`src/rtl/ppbuff_pkg.sv`:
```
// Shared types for the ping-pong buffer slot scheduler: FSM state encoding,
// buffer command encoding and the two-way enq/deq arbitration helper.
package ppbuff_pkg;

    typedef enum logic {
        ST_RUN   = 1'b0,
        ST_FLUSH = 1'b1
    } state_e;

    typedef enum logic [1:0] {
        CMD_NONE  = 2'd0,
        CMD_PUSH  = 2'd1,
        CMD_POP   = 2'd2,
        CMD_FLUSH = 2'd3
    } cmd_e;

    typedef struct packed {
        logic enq_grant;
        logic deq_grant;
        logic contested;
    } grant_t;

    // prio = 0 favours enq when both sides compete; a lone candidate always wins.
    function automatic grant_t arbitrate(input logic enq_cand,
                                        input logic deq_cand,
                                        input logic prio);
        grant_t g;
        g.contested = enq_cand & deq_cand;
        g.enq_grant = enq_cand & (~deq_cand | ~prio);
        g.deq_grant = deq_cand & (~enq_cand | prio);
        return g;
    endfunction

endpackage

```
`src/rtl/ppbuff_sched_if.sv`:
```
// Producer/consumer/buffer-command bundle for ppbuff_sched; the scheduler is
// the slave side, the environment driving requests is the master side.
interface ppbuff_sched_if #(
    parameter int DP = 8,
    parameter int AW = $clog2(DP)
);
    logic          enq_valid;
    logic          enq_ready;
    logic [AW-1:0] enq_index;
    logic          deq_valid;
    logic [AW-1:0] deq_index;
    logic          deq_ready;
    logic          deq_ack;
    logic          flush_req;
    logic          flush_busy;
    logic          buf_push;
    logic          buf_pop;
    logic          buf_flush;
    logic [AW-1:0] buf_index;
    logic [DP-1:0] occ;
    logic [AW:0]   count;

    modport master (
        output enq_valid, deq_ready, flush_req,
        input  enq_ready, enq_index, deq_valid, deq_index, deq_ack,
        input  flush_busy, buf_push, buf_pop, buf_flush, buf_index, occ, count
    );

    modport slave (
        input  enq_valid, deq_ready, flush_req,
        output enq_ready, enq_index, deq_valid, deq_index, deq_ack,
        output flush_busy, buf_push, buf_pop, buf_flush, buf_index, occ, count
    );
endinterface

```
`src/rtl/ppbuff_freesel.sv`:
```
// Lowest-index free slot finder: returns the position of the lowest zero bit
// in the occupancy mask, with found_o low when every slot is taken.
module ppbuff_freesel #(
    parameter  int DP = 8,
    localparam int AW = $clog2(DP)
) (
    input  logic [DP-1:0] mask_i,
    output logic [AW-1:0] index_o,
    output logic          found_o
);

    // Scanning downward lets the lowest zero overwrite any higher one.
    always_comb begin
        index_o = '0;
        found_o = 1'b0;
        for (int i = DP - 1; i >= 0; i--) begin
            if (!mask_i[i]) begin
                index_o = AW'(i);
                found_o = 1'b1;
            end
        end
    end

endmodule

```
`src/rtl/ppbuff_sched.sv`:
```
// Slot scheduler: hands out free buffer slots, releases them oldest-first via
// an age-order ring, and walks every slot when a flush is requested.
module ppbuff_sched
    import ppbuff_pkg::*;
#(
    parameter  int DP = 8,
    localparam int AW = $clog2(DP)
) (
    input  logic           CLK,
    input  logic           RST,
    ppbuff_sched_if.slave  bus
);

    localparam logic [AW-1:0] LAST_SLOT = AW'(DP - 1);
    localparam logic [AW:0]   ONE_CNT   = (AW + 1)'(1);

    state_e        state_q, state_d;
    logic [AW-1:0] fcnt_q, fcnt_d;
    logic [AW-1:0] head_q, head_d;
    logic [AW-1:0] tail_q, tail_d;
    logic [DP-1:0] occ_q, occ_d;
    logic [AW:0]   count_q, count_d;
    logic          prio_q, prio_d;
    logic [AW-1:0] ring_q [DP];

    logic [AW-1:0] free_idx;
    logic          free_found;
    logic          run;
    logic          deq_valid_w;
    logic          enq_cand;
    logic          deq_cand;
    grant_t        grant;
    logic [AW-1:0] head_slot;
    cmd_e          cmd;

    ppbuff_freesel #(.DP(DP)) u_freesel (
        .mask_i  (occ_q),
        .index_o (free_idx),
        .found_o (free_found)
    );

    // A pending flush request blocks both sides in the cycle it is raised.
    always_comb begin
        run         = (state_q == ST_RUN);
        deq_valid_w = run && (count_q != '0);
        enq_cand    = run && !bus.flush_req && bus.enq_valid && free_found;
        deq_cand    = run && !bus.flush_req && deq_valid_w && bus.deq_ready;
        grant       = arbitrate(enq_cand, deq_cand, prio_q);
        head_slot   = ring_q[head_q];
    end

    always_comb begin
        cmd = CMD_NONE;
        if (!run) begin
            cmd = CMD_FLUSH;
        end else if (grant.enq_grant) begin
            cmd = CMD_PUSH;
        end else if (grant.deq_grant) begin
            cmd = CMD_POP;
        end
    end

    always_comb begin
        state_d = state_q;
        fcnt_d  = fcnt_q;
        head_d  = head_q;
        tail_d  = tail_q;
        occ_d   = occ_q;
        count_d = count_q;
        prio_d  = prio_q;
        unique case (state_q)
            ST_RUN: begin
                if (bus.flush_req) begin
                    state_d = ST_FLUSH;
                    fcnt_d  = '0;
                end else if (grant.enq_grant) begin
                    occ_d[free_idx] = 1'b1;
                    tail_d          = tail_q + 1'b1;
                    count_d         = count_q + ONE_CNT;
                    if (grant.contested) prio_d = ~prio_q;
                end else if (grant.deq_grant) begin
                    occ_d[head_slot] = 1'b0;
                    head_d           = head_q + 1'b1;
                    count_d          = count_q - ONE_CNT;
                    if (grant.contested) prio_d = ~prio_q;
                end
            end
            ST_FLUSH: begin
                fcnt_d = fcnt_q + 1'b1;
                if (fcnt_q == LAST_SLOT) begin
                    state_d = ST_RUN;
                    occ_d   = '0;
                    head_d  = '0;
                    tail_d  = '0;
                    count_d = '0;
                end
            end
            default: state_d = ST_RUN;
        endcase
    end

    always_ff @(posedge CLK) begin
        if (RST) begin
            state_q <= ST_RUN;
            fcnt_q  <= '0;
            head_q  <= '0;
            tail_q  <= '0;
            occ_q   <= '0;
            count_q <= '0;
            prio_q  <= 1'b0;
        end else begin
            state_q <= state_d;
            fcnt_q  <= fcnt_d;
            head_q  <= head_d;
            tail_q  <= tail_d;
            occ_q   <= occ_d;
            count_q <= count_d;
            prio_q  <= prio_d;
        end
    end

    // Ring contents are only meaningful between head and tail, so no reset.
    always_ff @(posedge CLK) begin
        if (grant.enq_grant && !RST) begin
            ring_q[tail_q] <= free_idx;
        end
    end

    always_comb begin
        bus.enq_ready  = grant.enq_grant;
        bus.enq_index  = free_idx;
        bus.deq_valid  = deq_valid_w;
        bus.deq_index  = head_slot;
        bus.deq_ack    = grant.deq_grant;
        bus.flush_busy = (state_q == ST_FLUSH);
        bus.buf_push   = (cmd == CMD_PUSH);
        bus.buf_pop    = (cmd == CMD_POP);
        bus.buf_flush  = (cmd == CMD_FLUSH);
        bus.occ        = occ_q;
        bus.count      = count_q;
        unique case (cmd)
            CMD_PUSH:  bus.buf_index = free_idx;
            CMD_POP:   bus.buf_index = head_slot;
            CMD_FLUSH: bus.buf_index = fcnt_q;
            default:   bus.buf_index = '0;
        endcase
    end

endmodule
```
`src/flat_wrapper.sv`:
```
// flat-port wrapper written by rule: the top's interface ports become plain ports
module ppbuff_sched_flat import ppbuff_pkg::*;
#(
    parameter  int DP = 8,
    localparam int AW = $clog2(DP)
)
  (CLK, RST, bus_enq_valid, bus_deq_ready, bus_flush_req, bus_enq_ready, bus_enq_index, bus_deq_valid, bus_deq_index, bus_deq_ack, bus_flush_busy, bus_buf_push, bus_buf_pop, bus_buf_flush, bus_buf_index, bus_occ, bus_count);
  ppbuff_sched_if #(.DP(DP)) bus_i ();
  input  logic CLK;
  input  logic RST;
  input wire logic [$bits(bus_i.enq_valid)-1:0] bus_enq_valid;
  input wire logic [$bits(bus_i.deq_ready)-1:0] bus_deq_ready;
  input wire logic [$bits(bus_i.flush_req)-1:0] bus_flush_req;
  output wire logic [$bits(bus_i.enq_ready)-1:0] bus_enq_ready;
  output wire logic [$bits(bus_i.enq_index)-1:0] bus_enq_index;
  output wire logic [$bits(bus_i.deq_valid)-1:0] bus_deq_valid;
  output wire logic [$bits(bus_i.deq_index)-1:0] bus_deq_index;
  output wire logic [$bits(bus_i.deq_ack)-1:0] bus_deq_ack;
  output wire logic [$bits(bus_i.flush_busy)-1:0] bus_flush_busy;
  output wire logic [$bits(bus_i.buf_push)-1:0] bus_buf_push;
  output wire logic [$bits(bus_i.buf_pop)-1:0] bus_buf_pop;
  output wire logic [$bits(bus_i.buf_flush)-1:0] bus_buf_flush;
  output wire logic [$bits(bus_i.buf_index)-1:0] bus_buf_index;
  output wire logic [$bits(bus_i.occ)-1:0] bus_occ;
  output wire logic [$bits(bus_i.count)-1:0] bus_count;
  assign bus_i.enq_valid = bus_enq_valid;
  assign bus_i.deq_ready = bus_deq_ready;
  assign bus_i.flush_req = bus_flush_req;
  assign bus_enq_ready = bus_i.enq_ready;
  assign bus_enq_index = bus_i.enq_index;
  assign bus_deq_valid = bus_i.deq_valid;
  assign bus_deq_index = bus_i.deq_index;
  assign bus_deq_ack = bus_i.deq_ack;
  assign bus_flush_busy = bus_i.flush_busy;
  assign bus_buf_push = bus_i.buf_push;
  assign bus_buf_pop = bus_i.buf_pop;
  assign bus_buf_flush = bus_i.buf_flush;
  assign bus_buf_index = bus_i.buf_index;
  assign bus_occ = bus_i.occ;
  assign bus_count = bus_i.count;
  ppbuff_sched #(.DP(DP)) u_core (.CLK(CLK), .RST(RST), .bus(bus_i));
endmodule
```
`config.mk`:
```
export PLATFORM = sky130hd
export DESIGN_NAME = ppbuff_sched_flat
export DESIGN_NICKNAME = d
export VERILOG_FILES = /design/src/rtl/ppbuff_pkg.sv /design/src/rtl/ppbuff_sched_if.sv /design/src/rtl/ppbuff_freesel.sv /design/src/rtl/ppbuff_sched.sv /design/src/flat_wrapper.sv
export SDC_FILE = /design/constraint.sdc
export NUM_CORES = 1
export LEC_CHECK = 0
export ABC_CLOCK_PERIOD_IN_PS = 2510
export CAP_MARGIN = 0
export CORE_MARGIN = 4
export CORE_UTILIZATION = 30
export CTS_BUF_LIST = sky130_fd_sc_hd__clkbuf_4 sky130_fd_sc_hd__clkbuf_8
export CTS_CLUSTER_SIZE = 25
export DETAILED_ROUTE_END_ITERATION = 8
export PLACE_DENSITY_LB_ADDON = 0.08
export SYNTH_ARGS = -nofsm -noshare
export SYNTH_HDL_FRONTEND = slang
export SYNTH_SLANG_ARGS = --single-unit
```
`constraint.sdc`:
```
create_clock -name CLK -period 2.51 [get_ports CLK]
set_input_delay 0.251 -clock CLK [delete_from_list [all_inputs] [get_ports CLK]]
set_output_delay 0.251 -clock CLK [all_outputs]
set_load 0.01 [all_outputs]
```
==> summary.md, run 1 <==
| Metric | Value |
|---|---|
| Status | complete, no violations |
| Port Buffer Count | 32 |
| Largest family of logic cells by synthesized area | simple AND/OR/NAND/NOR gates |
| Initial core utilization | 30.6% |
| Distinct cells, synth | 48 |
| Static Leak | 1.21 nW |
| Top-count cell post-synth | dfxtp_1 |
| Warnings, synthesis | 0 |
| Slew HR | 70.5% |
| Worst Path Required | 2.26 ns |
| Row Count | 32 |
| GRT Overall Usage | 15.7% |
| Final WS setup | 0.0913 ns |
| Top cells by area, synth | edfxtp_1, dfxtp_1, mux4_2, nor2_1, a21oi_1 |
| CTS clock-pin slew for the worst setup and hold paths | 0.10 ns |
| Seq/Total Area, Yosys | 52.8% |
| Min cycle time layout | 2.42 ns |
| Hold WC Path Type | reg -> reg |
| Global route overflow | 0 |
| CTS H-tree lvls | 2 |
| Critical Path AT | 2.17 ns |
| Clock sinks | 50 |
| Placed inst area | 0.00301 mm^2 |
| Clock root buffer | clkbuf_8 |
| Synth Area in Compound Gates | 13.5% |
| Largest vdd supply drop | 0.240 mV |
| TritonCTS buffer count | 5 |
| Xor/xnor share of the synthesized area | 0.745% |
| Top cells by count, synth | dfxtp_1, edfxtp_1, nor2_1 |
| Post-synthesis cell count | 220 |
| #FFs+latches synth | 50 |
| Max Buffers Root-to-Sink | 2 |
| Synthesized area per cell | 10.7 um^2 |
| Initial drt markers | 89 |
| Startpoint types | register |
| Sw Ratio | 27.7% |
| Die footprint | 0.00932 mm^2 |
| Netlist Area Pre-Place | 0.00235 mm^2 |
| CTS tree | yes |
| Max-cap violations | 0 |
| CP Class | reg -> out |
| Vias in the first global route | 1,953 |
| Adder-Cell Fraction of Synth Area | 4.04% |
| WL per Instance | 17.4 um |
| Initial antenna violation count | 0 |
| Final hold slack | 0.497 ns |
| Post-synthesis mux area share | 7.66% |
| Proportion of layout cells with a drive suffix above 1 | 22.6% |
| Synth area leader | edfxtp_1 |
| Fin crit share | 96.4% |
| Measured slew at the worst slew-check pin | 0.441 ns |
| ANT cells | 0 |
| Area growth syn-to-layout | 34.9% |
| Simple-Gate Fraction of Synth Area | 17.0% |
| Crit path max fanout | 6 |
| Final net count | 298 |
| Slew Limit Fails | 0 |
| Top-area cell type share of the netlist area | 30.6% |
| Setup-failing EPs final | 0 |
| Logic pwr share | 19.7% |
| FFs w/ async S/R, synth | 0% |
| Routed Antenna Nets | 0 |
| Hold Vio Cnt, Final | 0 |
| I/O pin cnt | 33 |
| Fmax | 0.413 GHz |
| Vias per cell | 4.97 |
| Wire length of the first global-routing pass | 10,700 um |
| Cell Pwr Density | 537 mW/mm^2 |
| Std-Cell Core Area | 0.00769 mm^2 |
| Internal power | 1.23 mW |
| Fin area | 0.00317 mm^2 |
| Worst skew pair latency | 0.30 ns |
| Net load switching power | 471 uW |
| Top FF cell, synth | dfxtp_1 |
| Critical Path End Type | primary output |
| Max Clock Skew | 0.00698 ns |
| Die width | 96.6 um |
| Largest net degree at the start of global routing | 17 |
| Routed WL | 6760 um |
| Pre-CTS WS | -0.0230 ns |
| Post-route DRC | 0 |
| GPL Wtd Cong | 0.773 |
| Sequential share of power | 52.2% |
| First drt pass iteration count | 4 |
| Hpwl dp | 5070 um |
| Vias | 1,932 |
| Die Ht | 96.6 um |
| Hold_buf cts | 0 |
| Syn Nets | 232 |
| Clock Power Share | 28.1% |
| EDFF count, synth | 24 |
==> state kept, by name, indices dropped and copies added (netlist names), named ones only <==
signal,flops
u_core.bus.count,4
u_core.bus.occ,8
u_core.prio_q,1
u_core.bus.flush_busy,1
u_core.head_q,3
u_core.tail_q,3
u_core.fcnt_q,3
u_core.ring_q,24
==> kinds of logic (layout without fill, tap and decap cells) <==
logic type | count (synthesis) | after routing
xor gates and xnor gates | 2 | 2
AOI/OAI and AO/OA | 48 | 48
buffers and inverters | 23 | 90
adders and majority gates | 7 | 7
muxes | 10 | 10
DFF | 50 | 50
and+or+nand+nor | 80 | 80
==> cell type report <==
| type | instances | area, um^2 |
|---|---|---|
| fillers | 803 | 4510 |
| flip-flops and latches | 50 | 1250 |
| multi-input cells | 147 | 1040 |
| repair buffers | 69 | 616 |
| well taps | 102 | 128 |
| clock buffers | 5 | 68.8 |
| inverters | 13 | 48.8 |
| clock inverters | 3 | 21.3 |
==> cell usage in the layout (no fill, tap or decap), types with 4 or more instances in the layout <==
cell              n
ha_1              6
or3_1             4
clkdlybuf4s50_1  27
o21ai_0           8
nor4_1            6
a31oi_1           5
nor3_1            5
inv_1            12
nand3_1           5
nand2_1          20
clkbuf_8          5
a21oi_1          14
buf_4            35
dfxtp_1          23
nor2_1           23
mux4_2            6
edfxtp_1         24
==> through the flow <==
step	std cells	TNS, ns	power (mW)	util [%]
finish	389	0	1.70	41.3
floorplan	220	0	1.07	-
detailed placement	377	-0.0230	1.24	39.1
global route	389	-0.00962	1.80	41.3
CTS	387	0	1.72	40.7
global placement	377	-0.0281	1.24	39.1
==> path summary, 6_finish.rpt <==
| kind | startpoint | slack [ns] | to | cells past startpoint |
|---|---|---|---|---|
| hold / removal | u_core.head_q[0] | 0.50 | register | 1 |
| hold reg to reg | u_core.head_q[0] | 0.50 | register | 1 |
| setup / recovery | u_core.ring_q[7][0] | 0.09 | bus_deq_index[0] | 4 |
| setup reg to reg | u_core.bus.count[2] | 0.12 | u_core.bus.count[3] | 10 |
==> metal layers <==
layer / up-vias / share of wire (%) / track usage [%]
li1: 949 / - / -
met1: 941 / 46 / 20.3
met2: 40 / 51 / 26.5
met3: 2 / 2.9 / 3.33
met4: 0 / 0.59 / 4.44
met5: - / 0 / 0
==> power by group through the flow <==
stage / Clock, mW / Sequential [mW] / Combinational (mW)
final: 0.478 / 0.890 / 0.336
after global routing: 0.535 / 0.893 / 0.374
after CTS: 0.495 / 0.891 / 0.330
after detailed placement: 0 / 0.909 / 0.328
after global placement: 0 / 0.910 / 0.330
after floorplan: 0 / 0.924 / 0.149
==> repair_timing <==
action	CTS	global route
buffers inserted	2	2
pin swaps	1	6
resized for setup	8	8
setup endpoints to repair	8	6
==> critical path, stage by stage (launching register included) <==
cell and delay [ns]:
edfxtp_1 0.43, mux4_2 0.48, mux2_2 0.30, buf_4 0.17
clkdlybuf4s50_1 0.48
No activity file was read; power rests on OpenSTA's default activity.
==> run 2, diff against run 1 <==
--- a/config.mk
+++ b/config.mk
@@ -13,6 +13,7 @@
 export CTS_CLUSTER_SIZE = 25
 export DETAILED_ROUTE_END_ITERATION = 8
 export PLACE_DENSITY_LB_ADDON = 0.08
+export SLEW_MARGIN = 5
 export SYNTH_ARGS = -nofsm -noshare
 export SYNTH_HDL_FRONTEND = slang
 export SYNTH_SLANG_ARGS = --single-unit
==> results of run 2 <==
The final DEF is identical to that of run 1; final timing and power are the same.
